$ cat src/rtl/line_draw_scheduler_if.sv
// Bundle of the requester, drawer and completion signals of line_draw_scheduler.
// The scheduler connects through the master modport: it grants requesters,
// drives the drawer and reports completions. The environment uses slave.
interface line_draw_scheduler_if #(
    parameter int NUM_REQ = 3,
    parameter int COORD_W = 11,
    parameter int ID_W    = 2
);
    logic [NUM_REQ-1:0]           req_valid;
    logic [NUM_REQ-1:0]           req_ready;
    logic [NUM_REQ*4*COORD_W-1:0] req_coords;
    logic [COORD_W-1:0]           drv_x0;
    logic [COORD_W-1:0]           drv_y0;
    logic [COORD_W-1:0]           drv_x1;
    logic [COORD_W-1:0]           drv_y1;
    logic                         drv_start;
    logic                         drv_done;
    logic                         drv_abort;
    logic                         cmp_valid;
    logic [ID_W-1:0]              cmp_id;
    logic                         cmp_err;

    modport master (
        input  req_valid, req_coords, drv_done,
        output req_ready, drv_x0, drv_y0, drv_x1, drv_y1,
               drv_start, drv_abort, cmp_valid, cmp_id, cmp_err
    );

    modport slave (
        output req_valid, req_coords, drv_done,
        input  req_ready, drv_x0, drv_y0, drv_x1, drv_y1,
               drv_start, drv_abort, cmp_valid, cmp_id, cmp_err
    );
endinterface

$ cat src/rtl/line_draw_scheduler.sv
// Round-robin scheduler sharing one line_drawer engine between NUM_REQ
// requesters. One command is accepted at a time, its endpoints are held on
// the drawer inputs, a start pulse is issued and the drawer's done pulse is
// turned into a completion tagged with the requester ID.
// Optional watchdog: define LINE_TIMEOUT_EN to abort a line that has not
// finished within TIMEOUT_CYCLES cycles of WAIT.
module line_draw_scheduler #(
    parameter int NUM_REQ        = 3,
    parameter int COORD_W        = 11,
    parameter int ID_W           = 2,
    parameter int TIMEOUT_CYCLES = 4096
) (
    input  logic                      clk,
    input  logic                      reset,
    line_draw_scheduler_if.master     bus,
    output logic                      busy,
    output logic                      timeout_err
);
    localparam int CW4 = 4 * COORD_W;

    typedef enum logic [1:0] {IDLE, START, WAIT, DONE} state_t;

    state_t          state;
    state_t          next_state;
    logic [ID_W-1:0] rr_ptr;
    logic [ID_W-1:0] cur_id;
    logic [ID_W-1:0] winner;
    logic [CW4-1:0]  win_coords;
    logic            any_valid;
    logic            accept;
    logic            timeout_hit;

    // Winner search: lowest valid index at or above rr_ptr, otherwise wrap to the lowest valid index
    always_comb begin
        logic [ID_W-1:0] win_hi;
        logic [ID_W-1:0] win_lo;
        logic [CW4-1:0]  coords_hi;
        logic [CW4-1:0]  coords_lo;
        logic            found_hi;
        win_hi    = '0;
        win_lo    = '0;
        coords_hi = '0;
        coords_lo = '0;
        found_hi  = 1'b0;
        any_valid = 1'b0;
        for (int i = NUM_REQ - 1; i >= 0; i--) begin
            if (bus.req_valid[i]) begin
                any_valid = 1'b1;
                win_lo    = ID_W'(i);
                coords_lo = bus.req_coords[i*CW4 +: CW4];
                if (ID_W'(i) >= rr_ptr) begin
                    found_hi  = 1'b1;
                    win_hi    = ID_W'(i);
                    coords_hi = bus.req_coords[i*CW4 +: CW4];
                end
            end
        end
        winner     = found_hi ? win_hi : win_lo;
        win_coords = found_hi ? coords_hi : coords_lo;
    end

    // Grant is one-hot on the winner only while idle; forced low during reset
    always_comb begin
        bus.req_ready = '0;
        for (int i = 0; i < NUM_REQ; i++) begin
            bus.req_ready[i] = !reset && (state == IDLE) && any_valid && (winner == ID_W'(i));
        end
    end

    assign accept = (state == IDLE) && any_valid;

    // State register
    always_ff @(posedge clk or posedge reset) begin
        if (reset) begin
            state <= IDLE;
        end else begin
            state <= next_state;
        end
    end

    // Next-state logic; drv_done outside WAIT is ignored
    always_comb begin
        next_state = state;
        case (state)
            IDLE:    if (any_valid) next_state = START;
            START:   next_state = WAIT;
            WAIT:    if (bus.drv_done || timeout_hit) next_state = DONE;
            DONE:    next_state = IDLE;
            default: next_state = IDLE;
        endcase
    end

    // Accept latches the winner's endpoints and ID and advances the round-robin pointer
    always_ff @(posedge clk or posedge reset) begin
        if (reset) begin
            rr_ptr     <= '0;
            cur_id     <= '0;
            bus.drv_x0 <= '0;
            bus.drv_y0 <= '0;
            bus.drv_x1 <= '0;
            bus.drv_y1 <= '0;
        end else if (accept) begin
            rr_ptr     <= (winner == ID_W'(NUM_REQ - 1)) ? '0 : winner + 1'b1;
            cur_id     <= winner;
            bus.drv_x0 <= win_coords[4*COORD_W-1 -: COORD_W];
            bus.drv_y0 <= win_coords[3*COORD_W-1 -: COORD_W];
            bus.drv_x1 <= win_coords[2*COORD_W-1 -: COORD_W];
            bus.drv_y1 <= win_coords[COORD_W-1 -: COORD_W];
        end
    end

    assign bus.drv_start = (state == START);
    assign bus.cmp_valid = (state == DONE);
    assign bus.cmp_id    = (state == DONE) ? cur_id : '0;
    assign busy          = (state != IDLE);

`ifdef LINE_TIMEOUT_EN
    localparam int CNT_W = $clog2(TIMEOUT_CYCLES) + 1;

    logic [CNT_W-1:0] wait_cnt;
    logic             timed_out;

    // A done pulse on the limit cycle takes priority over the abort
    assign timeout_hit = (state == WAIT) && (wait_cnt == CNT_W'(TIMEOUT_CYCLES - 1)) && !bus.drv_done;

    // Watchdog counter cleared on WAIT entry; remembers whether this line timed out
    always_ff @(posedge clk or posedge reset) begin
        if (reset) begin
            wait_cnt    <= '0;
            timed_out   <= 1'b0;
            timeout_err <= 1'b0;
        end else if (state == START) begin
            wait_cnt  <= '0;
            timed_out <= 1'b0;
        end else if (state == WAIT) begin
            wait_cnt <= wait_cnt + 1'b1;
            if (timeout_hit) begin
                timed_out   <= 1'b1;
                timeout_err <= 1'b1;
            end
        end
    end

    assign bus.drv_abort = timeout_hit;
    assign bus.cmp_err   = (state == DONE) && timed_out;
`else
    // TIMEOUT_CYCLES only matters when the watchdog is built in
    logic timeout_param_unused;
    assign timeout_param_unused = (TIMEOUT_CYCLES > 0);

    assign timeout_hit   = 1'b0;
    assign bus.drv_abort = 1'b0;
    assign bus.cmp_err   = 1'b0;
    assign timeout_err   = 1'b0;
`endif
endmodule

$ cat src/flat_wrapper.sv
// flat-port wrapper written by rule: the top's interface ports become plain ports
module line_draw_scheduler_flat 
#(
    parameter int NUM_REQ        = 3,
    parameter int COORD_W        = 11,
    parameter int ID_W           = 2,
    parameter int TIMEOUT_CYCLES = 4096
)
  (clk, reset, busy, timeout_err, bus_req_valid, bus_req_coords, bus_drv_done, bus_req_ready, bus_drv_x0, bus_drv_y0, bus_drv_x1, bus_drv_y1, bus_drv_start, bus_drv_abort, bus_cmp_valid, bus_cmp_id, bus_cmp_err);
  line_draw_scheduler_if #(.NUM_REQ(NUM_REQ), .COORD_W(COORD_W), .ID_W(ID_W)) bus_i ();
  input  logic clk;
  input  logic reset;
  output logic busy;
  output logic timeout_err;
  input wire logic [$bits(bus_i.req_valid)-1:0] bus_req_valid;
  input wire logic [$bits(bus_i.req_coords)-1:0] bus_req_coords;
  input wire logic [$bits(bus_i.drv_done)-1:0] bus_drv_done;
  output wire logic [$bits(bus_i.req_ready)-1:0] bus_req_ready;
  output wire logic [$bits(bus_i.drv_x0)-1:0] bus_drv_x0;
  output wire logic [$bits(bus_i.drv_y0)-1:0] bus_drv_y0;
  output wire logic [$bits(bus_i.drv_x1)-1:0] bus_drv_x1;
  output wire logic [$bits(bus_i.drv_y1)-1:0] bus_drv_y1;
  output wire logic [$bits(bus_i.drv_start)-1:0] bus_drv_start;
  output wire logic [$bits(bus_i.drv_abort)-1:0] bus_drv_abort;
  output wire logic [$bits(bus_i.cmp_valid)-1:0] bus_cmp_valid;
  output wire logic [$bits(bus_i.cmp_id)-1:0] bus_cmp_id;
  output wire logic [$bits(bus_i.cmp_err)-1:0] bus_cmp_err;
  assign bus_i.req_valid = bus_req_valid;
  assign bus_i.req_coords = bus_req_coords;
  assign bus_i.drv_done = bus_drv_done;
  assign bus_req_ready = bus_i.req_ready;
  assign bus_drv_x0 = bus_i.drv_x0;
  assign bus_drv_y0 = bus_i.drv_y0;
  assign bus_drv_x1 = bus_i.drv_x1;
  assign bus_drv_y1 = bus_i.drv_y1;
  assign bus_drv_start = bus_i.drv_start;
  assign bus_drv_abort = bus_i.drv_abort;
  assign bus_cmp_valid = bus_i.cmp_valid;
  assign bus_cmp_id = bus_i.cmp_id;
  assign bus_cmp_err = bus_i.cmp_err;
  line_draw_scheduler #(.NUM_REQ(NUM_REQ), .COORD_W(COORD_W), .ID_W(ID_W), .TIMEOUT_CYCLES(TIMEOUT_CYCLES)) u_core (.clk(clk), .reset(reset), .bus(bus_i), .busy(busy), .timeout_err(timeout_err));
endmodule
$ cat config.mk
export PLATFORM = sky130hd
export DESIGN_NAME = line_draw_scheduler_flat
export DESIGN_NICKNAME = d
export VERILOG_FILES = /design/src/rtl/line_draw_scheduler_if.sv /design/src/rtl/line_draw_scheduler.sv /design/src/flat_wrapper.sv
export SDC_FILE = /design/constraint.sdc
export NUM_CORES = 1
export LEC_CHECK = 0
export ABC_AREA = 1
export CORE_MARGIN = 10
export CORE_UTILIZATION = 46
export DETAILED_ROUTE_END_ITERATION = 6
export PLACE_DENSITY = 0.91
export RECOVER_POWER = 100
export SLEW_MARGIN = 20
export SYNTH_ARGS = -nofsm -noshare
export SYNTH_HDL_FRONTEND = slang
export SYNTH_SLANG_ARGS = --single-unit
$ cat constraint.sdc
create_clock -name clk -period 3.11 [get_ports clk]
set_input_delay 0.622 -clock clk [delete_from_list [all_inputs] [get_ports clk]]
set_output_delay 0.622 -clock clk [all_outputs]
set_load 0.02 [all_outputs]
Word level (Yosys, flattened, before mapping). Cells that the tools add are included.

$lt $le $gt $ge: 3. Equality and inequality tests: 7. Add/sub/neg operators: 1. Reductions and logical operators: 11. Mux-type cells: 34.

Operators with widths (number): 2-to-1 mux 44 bit (10); 2-to-1 mux 2 bit (14); 2-to-1 mux 1 bit (9); case mux 2 bit (4 select lines) (1); == test 2 bit, second input constant (3); logical AND 1 bit (6); == test 2 x 1 -> 1 bit, second input constant (2); greater-or-equal comparator 1 x 2 -> 1 bit, first input constant (2); logical NOT 2 bit (2); adder 2 x 1 -> 2 bit, second input constant (1); greater-or-equal comparator 2 bit, first input constant (1); inequality test 2 x 1 -> 1 bit, second input constant (1); inequality test 2 bit, second input constant (1); AND reduction 2 bit (1); nonzero test 2 bit (1); logical NOT 1 bit (1).

Word-level logic and storage cells: 63. Output and inout bits: 55. Bits of input ports: 138. Register bits after elaboration: 50.

Logic depth before layout (Yosys ltp).
Depth in word-level cells: 10. Mapped depth: 10. Depth with buffers taken out: 9.

Least setup slack after synthesis. OpenSTA, ideal clock, no wires.

Path type: input to output. Start: input port reset. End: output port bus_req_ready[0]. Path slack: 0.193 ns. Data required time: 2.488 ns. Arrival: 2.295 ns. Stages: 3. Path through: inv_1 -> nand3_1 -> nor2_1.

Longest elaborated chain between the ends: 4.

RTL lines: start, declared (RTL line flat_wrapper.sv:12) `input logic reset;`; logical NOT 1 bit (RTL line line_draw_scheduler.sv:66) `bus.req_ready[i] = !reset && (state == IDLE) && any_valid && (winner == ID_W'(i));`; logical AND 1 bit (3 in series) (RTL line line_draw_scheduler.sv:66); end, declared (RTL line flat_wrapper.sv:18) `output wire logic [$bits(bus_i.req_ready)-1:0] bus_req_ready;`.

No other way between the ends.

Final worst setup path.
Start: input port reset. End: output port bus_req_ready[2].

Same word-level chain as after synthesis.

==> impl_metrics.env <==
export IMPL_path_class="in2out"
export IMPL_viasPerCell=5.09
export IMPL_cpMaxStageDelayCell="dlygate4sd3_1"
export IMPL_h_tree_depth=2
export IMPL_worstPathRequired_ns=2.49
export IMPL_arrival_ns=2.20
export IMPL_fillCellCount=1032
export IMPL_die_h_um=127
export IMPL_postCtsHoldBufs=0
export IMPL_tightest_slew_ns=1.40
export IMPL_io_buffers=189
export IMPL_vias=6629
export IMPL_power_switching_mw=2.51
export IMPL_syn_area_um2=5220
export IMPL_dieArea_um2=16000
export IMPL_switching_share_pct=49.2
export IMPL_start_util_pct=47.5
export IMPL_fin_crit_sh_pct=90.6
export IMPL_route_detailed_drc=0
export IMPL_critPathMaxStageDelay_ns=0.68
export IMPL_fmax_mhz=355
export IMPL_use_met1_pct=25.5
export IMPL_cts_buffer_depth=2
export IMPL_grt_max_degree=69
export IMPL_final_cell_mix="nand2_1, nor2_1, nand3_1, clkdlybuf4s50_1, inv_1"
export IMPL_crit_top_cell="dlygate4sd3_1"
export IMPL_place_gp_congestion=0.872
export IMPL_drive_gt1_share_pct=3.10
export IMPL_cts_tree="yes"
export IMPL_worst_hold_slack_ns=0.488
export IMPL_min_period_ns=2.82
export IMPL_endpoint_kind="output port"
export IMPL_clk_pin_slew_worst_paths_ns=0.07
export IMPL_grt_use_met3_pct=7.91
export IMPL_slew_headroom_pct=6.82
export IMPL_nets=1302
export IMPL_p_seq_share_pct=22.8
export IMPL_cts_sink_count=50
export IMPL_rows=38
export IMPL_p_clk_share_pct=11.2
export IMPL_synthCells=1009
export IMPL_clock_latency_ns=0.29
export IMPL_rsz0062_at_grt="false"
export IMPL_grt_first_pass_wirelength_um=30900
export IMPL_ant_nets=0
export IMPL_crit_path_cell_trace="dlygate4sd3_1 > inv_1 > nand3_1 > nor2_1 > dlygate4sd3_1"
export IMPL_cts_setup_buffers=0
export IMPL_cts_resized_gates=0
export IMPL_cts_made_buffers=5
export IMPL_first_global_vias=6389
export IMPL_core_area_um2=11000
export IMPL_use_met2_pct=38.3
export IMPL_cts_root_buf="clkbuf_16"
export IMPL_finalHoldViolCount=0
export IMPL_p_per_area_nw_per_um2=707
export IMPL_synth_seq_cells=50
export IMPL_setup_viol=0
export IMPL_gr_total_overflow=0
export IMPL_fin_tns_setup_ns=0
export IMPL_synth_cell_types=22
export IMPL_worstSetupStartpointType="input pin"
export IMPL_die_w_um=127
export IMPL_pin_count=193
export IMPL_ir_drop_uv=479
export IMPL_area_growth_pct=38.2
export IMPL_finClkSkew_ns=0.00876
export IMPL_p_leak_nw=3.90
export IMPL_grt_use_total_pct=22.7
export IMPL_p_int_mw=2.59
export IMPL_grt_most_used_layer="met2"
export IMPL_wl_per_cell_um=14.5
export IMPL_status="completed"
export IMPL_synth_area_per_cell_um2=5.17
export IMPL_dr_first_iter_drc_count=698
export IMPL_hp_class="reg2reg"
export IMPL_layout_commonest_cell="nand2_1"
export IMPL_antenna_found_initial=3
export IMPL_crit_path_max_fanout=3
export IMPL_yosys_warnings=0
export IMPL_report_final_slew_viol_count=0
export IMPL_dpl_hpwl_um=13100
export IMPL_cap_viol_max_count=0
export IMPL_ys_seq_area_share_pct=24.0
export IMPL_p_comb_share_pct=66.0
export IMPL_routed_wl_um=18900
export IMPL_drtPass1Iterations=7
[synthesized netlist by cell type (all sizes together)]
library cell	number	share of area [%]
a21oi	2	0.19
ha	5	1.2
buf	53	5.8
clkbuf	13	0.93
o22ai	1	0.12
nand3	136	13
conb	1	0.072
inv	103	7.5
dfrtp	50	24
nand2	372	27
o21ai	5	0.48
nor2	268	19
[power groups by stage]
stage / Combinational, mW / Clock [mW] / Sequential (mW)
floorplan: 1.87 / 0 / 1.52
global placement: 3.49 / 0 / 1.18
detailed placement: 3.55 / 0 / 1.19
CTS: 3.56 / 0.580 / 1.18
global route: 3.75 / 0.611 / 1.21
finish: 3.37 / 0.571 / 1.16
[critical path: cells and delay by family]
kind	cells	cell delay [ns]
buffers and inverters	3	1.33
and+or+nand+nor	2	0.24
[path summary, 6_finish.rpt]
kind	startpoint	to	slack (ns)	cells past startpoint
min in group asynchronous	reset	u_core.rr_ptr[1]$_DFFE_PP0P_	1.36	3
min reg2reg	u_core.bus.drv_x1[2]$_DFFE_PP0P_	u_core.bus.drv_x1[2]$_DFFE_PP0P_	0.49	2
max in group asynchronous	reset	u_core.bus.drv_x1[10]$_DFFE_PP0P_	0.93	3
max	reset	bus_req_ready[2]	0.29	5
min	u_core.bus.drv_x1[2]$_DFFE_PP0P_	u_core.bus.drv_x1[2]$_DFFE_PP0P_	0.49	2
max reg2reg	u_core.state[1]$_DFFE_PP0P_	u_core.bus.drv_y1[7]$_DFFE_PP0P_	0.52	8
[stage by stage]
step           instances  utilization (%)  total power, mW  setup WS [ns]  instance area (um2)
2_1_floorplan       1011                -             3.40          0.193                 5230
3_3_place_gp        1292             64.8             4.67          0.429                 7120
3_5_place_dp        1292             64.8             4.74          0.368                 7120
4_1_cts             1300             66.1             5.32          0.373                 7260
5_1_grt             1301             65.7             5.57          0.170                 7210
6_report            1302             65.7             5.10          0.293                 7220
[routing by layer]
metal	vias to the layer above	wire [um]
li1	3325	-
met1	2872	7480
met2	378	8610
met3	52	2230
met4	2	592
met5	-	13
[logic make-up (layout without fill, tap and decap cells)]
family / count (synthesis) / count (layout) / synth area share (%)
AOI/OAI and AO/OA: 8 / 8 / 0.791
adders and majority gates: 5 / 5 / 1.20
buffers and inverters: 169 / 318 / 14.2
DFF: 50 / 50 / 24.0
other: 1 / 5 / 0.0718
and+or+nand+nor: 776 / 776 / 59.7
[flip-flops by register name, summed over array words and instances, names as in the netlist]
name               flops
u_core.cur_id          2
u_core.bus.drv_y0     11
u_core.bus.drv_x0     11
u_core.bus.drv_y1     11
u_core.rr_ptr          2
u_core.bus.drv_x1     11
u_core.state           2
[cell type report]
cell class / instances / area (um2) / share of cell area [%]
multi-input combinational: 792 / 3230 / 44.7
timing repair buffer: 207 / 2020 / 28.0
sequential: 50 / 1250 / 17.3
inverter: 103 / 388 / 5.38
tap: 140 / 175 / 2.43
clock buffer: 7 / 143 / 1.98
clock inverter: 1 / 5.00 / 0.0694
antenna: 2 / 5.00 / 0.0694
(Power assumes the default switching activity.)
